$ cat src/rtl/rd_addr_seq.sv
// Read-address sequencer: issues len consecutive 8-bit addresses from base
// under a valid/ready handshake, with abort and a one-cycle done pulse.
module rd_addr_seq (
  input  logic       clk,
  input  logic       rst_n,
  input  logic       start,
  input  logic       abort,
  input  logic [7:0] base,
  input  logic [7:0] len,
  output logic [7:0] addr,
  output logic       addr_vld,
  input  logic       addr_rdy,
  output logic [7:0] cnt,
  output logic       busy,
  output logic       done
);

  typedef enum logic [1:0] {
    IDLE = 2'd0,
    RUN  = 2'd1,
    DONE = 2'd2
  } state_t;

  state_t     state;
  logic [7:0] len_q;
  logic [7:0] len_m1;
  logic       xfer;
  logic       last;

  function automatic logic [7:0] inc8(input logic [7:0] v);
    return v + 8'd1;
  endfunction

  // len=0 encodes 256, so len-1 wrapping to 255 gives the right last index
  assign len_m1 = len_q - 8'd1;
  assign xfer   = (state == RUN) && addr_rdy && !abort;
  assign last   = (cnt == len_m1);

  assign addr_vld = (state == RUN);
  assign busy     = (state != IDLE);
  assign done     = (state == DONE);

  always_ff @(posedge clk or negedge rst_n) begin
    if (!rst_n) begin
      state <= IDLE;
      addr  <= 8'd0;
      cnt   <= 8'd0;
      len_q <= 8'd0;
    end else begin
      case (state)
        IDLE: begin
          if (start) begin
            addr  <= base;
            len_q <= len;
            cnt   <= 8'd0;
            state <= RUN;
          end
        end
        RUN: begin
          if (abort) begin
            state <= IDLE;
          end else if (xfer) begin
            addr <= inc8(addr);
            cnt  <= inc8(cnt);
            if (last) state <= DONE;
          end
        end
        DONE:    state <= IDLE;
        default: state <= IDLE;
      endcase
    end
  end

endmodule

$ cat config.mk
export PLATFORM = sky130hd
export DESIGN_NAME = rd_addr_seq
export DESIGN_NICKNAME = d
export VERILOG_FILES = /design/src/rtl/rd_addr_seq.sv
export SDC_FILE = /design/constraint.sdc
export NUM_CORES = 1
export LEC_CHECK = 0
export CORE_AREA = 2 2 52 78
export CTS_CLUSTER_SIZE = 10
export DETAILED_ROUTE_END_ITERATION = 7
export DIE_AREA = 0 0 54 80
export PLACE_DENSITY = 0.74
export SYNTH_ARGS = -nofsm -noshare
export SYNTH_HDL_FRONTEND = slang
export SYNTH_SLANG_ARGS = --single-unit
$ cat constraint.sdc
create_clock -name clk -period 1.8 [get_ports clk]
set_input_delay 0.18 -clock clk [delete_from_list [all_inputs] [get_ports clk]]
set_output_delay 0.18 -clock clk [all_outputs]
set_load 0.01 [all_outputs]
==> flow_summary.yaml <==
floorplan:
  core_area_um2: 3650
  fp-row-count: 27
  num_io_pins: 40
  die-area_um2: 4320
  die_w_um: 54
  die_h_um: 80
  start_util: 0.424
yosys:
  synthFlopType: "dfrtp_1"
  avgSynthCellArea_um2: 9.67
  async_flop_share: 1.00
  ys_types: 46
  yosys.area.top_type: "dfrtp_1"
  synth_edf_count: 0
  syn_nets: 184
  yosysWarningCount: 0
  ys_ff_latch: 26
  syn_area_um2: 1550
  synthMuxAreaShare: 0.0502
  synth_compound_area_frac: 0.186
  synth_top_family_by_area: "simple AND/OR/NAND/NOR gates"
  synthXorXnorAreaFrac: 0.0793
  synthTopCellsByArea: "dfrtp_1 42%, xor2_1 5.1%, mux2_2 4.4%"
  syn_inst: 160
  synth-simple-area-share: 0.207
  yosys.area.top_type_share: 0.421
  yosysSeqAreaShare: 0.421
  synth_fa_ha_area_frac: 0.0243
clock_network:
  cts_setup_buffers: 0
  cts_root_buf: "clkbuf_8"
  numCtsBuffers: 3
  path_clk_slew_ps: 90
  cts_tree: "yes"
  clk_path_buf_depth: 2
  htreeDepth: 1
  clkSinkCount: 26
  clk_latency_ps: 270
sta:
  finalSetupViolCount: 1
  finalHoldViolations: 0
  skew_ps: 3.21
  max_freq_mhz: 544
  drv_slew: 0
  min_period_ps: 1840
  worst_slack_ps: -38.1
  worstMarginPinSlew_ps: 502
  rsz0062_at_grt: "yes"
  relSlewSlack: 0.664
  finalCritPeriodShare: 1.02
layout:
  final_cell_mix: "38 x clkdlybuf4s50_1, 26 x dfrtp_1, 16 x nand2_1, 13 x a21oi_1, 12 x nor2_1"
  n_antenna_cell: 0
  final_nets: 234
  final_common_cell: "clkdlybuf4s50_1"
  multi_input_area_um2: 880
  seq_area_um2: 651
  drive_above_1_share: 0.172
  synthToLayoutAreaGrowth_pct: 39.0
  stdcell_count: 252
  fill_cells: 327
  fin_area_um2: 2150
power:
  powerDensity_nw_per_um2: 1090
  total_power_mw: 2.34
  p_leak_nw: 0.896
  irDropWorstVdd_mv: 0.640
place:
  hpwlAfterDp_um: 2890
  dp_slack_ps: -21.2
  dp.cells: 248
  dpl_cell_area_um2: 2050
  routabilityCongestion: 0.810
  port-buffer-count: 39
setup_path:
  max_stage_delay_ps: 370
  crit_slowest_cell: "dfrtp_1"
  critical_path_required_ps: 1950
  critPathTopFamily: "compound AO/OA/AOI/OAI gates"
  crit_arrival_ps: 1990
  path_max_fanout: 2
  crit_chain: "inv_2 > ha_2 > o21bai_4 > a2111oi_4 > a311oi_2 > a2111oi_4 > o32ai_2"
  crit_type: "flop to flop"
  startpoint_type: "flop"
  reg2reg_from: "len_q[0]"
  r2r_slack_ps: -40
  cp-end-kind: "flop"
  critPathMostFrequentCell: "a2111oi_4"
  path_buf_inv: 1
  worstReg2RegEnd: "state[0]"
  reg2reg_depth: 7
routing:
  remaining_drc_errors: 0
  ant_nets: 0
  routed_wl_um: 3850
  post_drt_via_cell_ratio: 5.58
  dr.pass1.iters: 4
  num_vias: 1405
  wl_per_cell_um: 15.3
  drt-initial-drc-count: 40
global_routing:
  antenna_found_initial: 0
  overflow: 0
  grt_pass1_wl_um: 6020
  grt_pass1_vias: 1373
  grt_use_total: 0.187
  grt_max_degree: 27
status:
  violations: "setup timing"
  status: "complete, but fails checks"
worst_hold_path:
  hp-class: "input port to async pin"
flow_run:
  max-cap-violations: 0
synth_stat cells, types with 2 or more instances:
cell type,number
nand2b_1,6
o22ai_1,3
a21oi_1,13
o21ai_1,3
nand3_1,6
and3_1,3
o21ai_0,5
ha_1,3
mux2_2,6
nor3_1,3
xnor2_1,5
nand4_1,4
nand2_1,16
nor2_1,12
dfrtp_1,26
clkbuf_1,3
nand3b_1,2
inv_1,5
xor2_1,9
flip-flops by register name (all words and copies together), names as in the netlist:
register / cells
addr: 8
cnt: 8
len_q: 8
state: 2
how the worst max path moves through the flow:
| stage | depth (start not counted) | to | startpoint |
|---|---|---|---|
| after global routing | 7 | state[0] | len_q[0] |
| after detailed placement | 8 | state[0] | len_q[0] |
| after CTS | 8 | state[0] | len_q[0] |
| after floorplan | 8 | state[0] | len_q[0] |
| final | 7 | state[0] | len_q[0] |
| after global placement | 8 | state[0] | len_q[0] |
kinds of logic after synthesis:
kind of cell,after synthesis
adders and majority gates,3
xor gates and xnor gates,14
and+or+nand+nor,60
AOI/OAI and AO/OA,39
DFF,26
muxes,7
buffers and inverters,11
report_power, final:
part           internal (mW)  switching [mW]
combinational          0.516           0.439
clock                  0.297           0.186
sequential             0.719           0.187
cell type report:
| class | count | area share |
|---|---|---|
| clock buffer | 3 | 0.0192 |
| clock inverter | 1 | 0.0140 |
| inverter | 6 | 0.0105 |
| multi-input combinational | 123 | 0.409 |
| sequential | 26 | 0.303 |
| tap | 43 | 0.0250 |
| timing repair buffer | 50 | 0.219 |
metal layers:
metal	GRT usage	part of all wire	vias up
li1	-	-	669
met5	0	0	-
met3	0.0243	0.065	6
met2	0.354	0.53	49
met4	0.0750	0.015	0
met1	0.194	0.38	681
stage by stage:
stage               hold slack (ps)  utilization  setup TNS, ps
floorplan                      -116            -           -113
global placement                515        0.561              0
detailed placement              532        0.561          -21.2
CTS                             289        0.580          -43.0
global route                    307        0.589           -116
finish                          279        0.589          -38.1
repair_timing:
action | CTS | global route
pin swaps | 0 | 3
hold buffers | 0 | 0
gates resized for setup | 1 | 5
setup endpoints to repair | 2 | 2
Note: power is estimated with default switching activity, not from simulation.
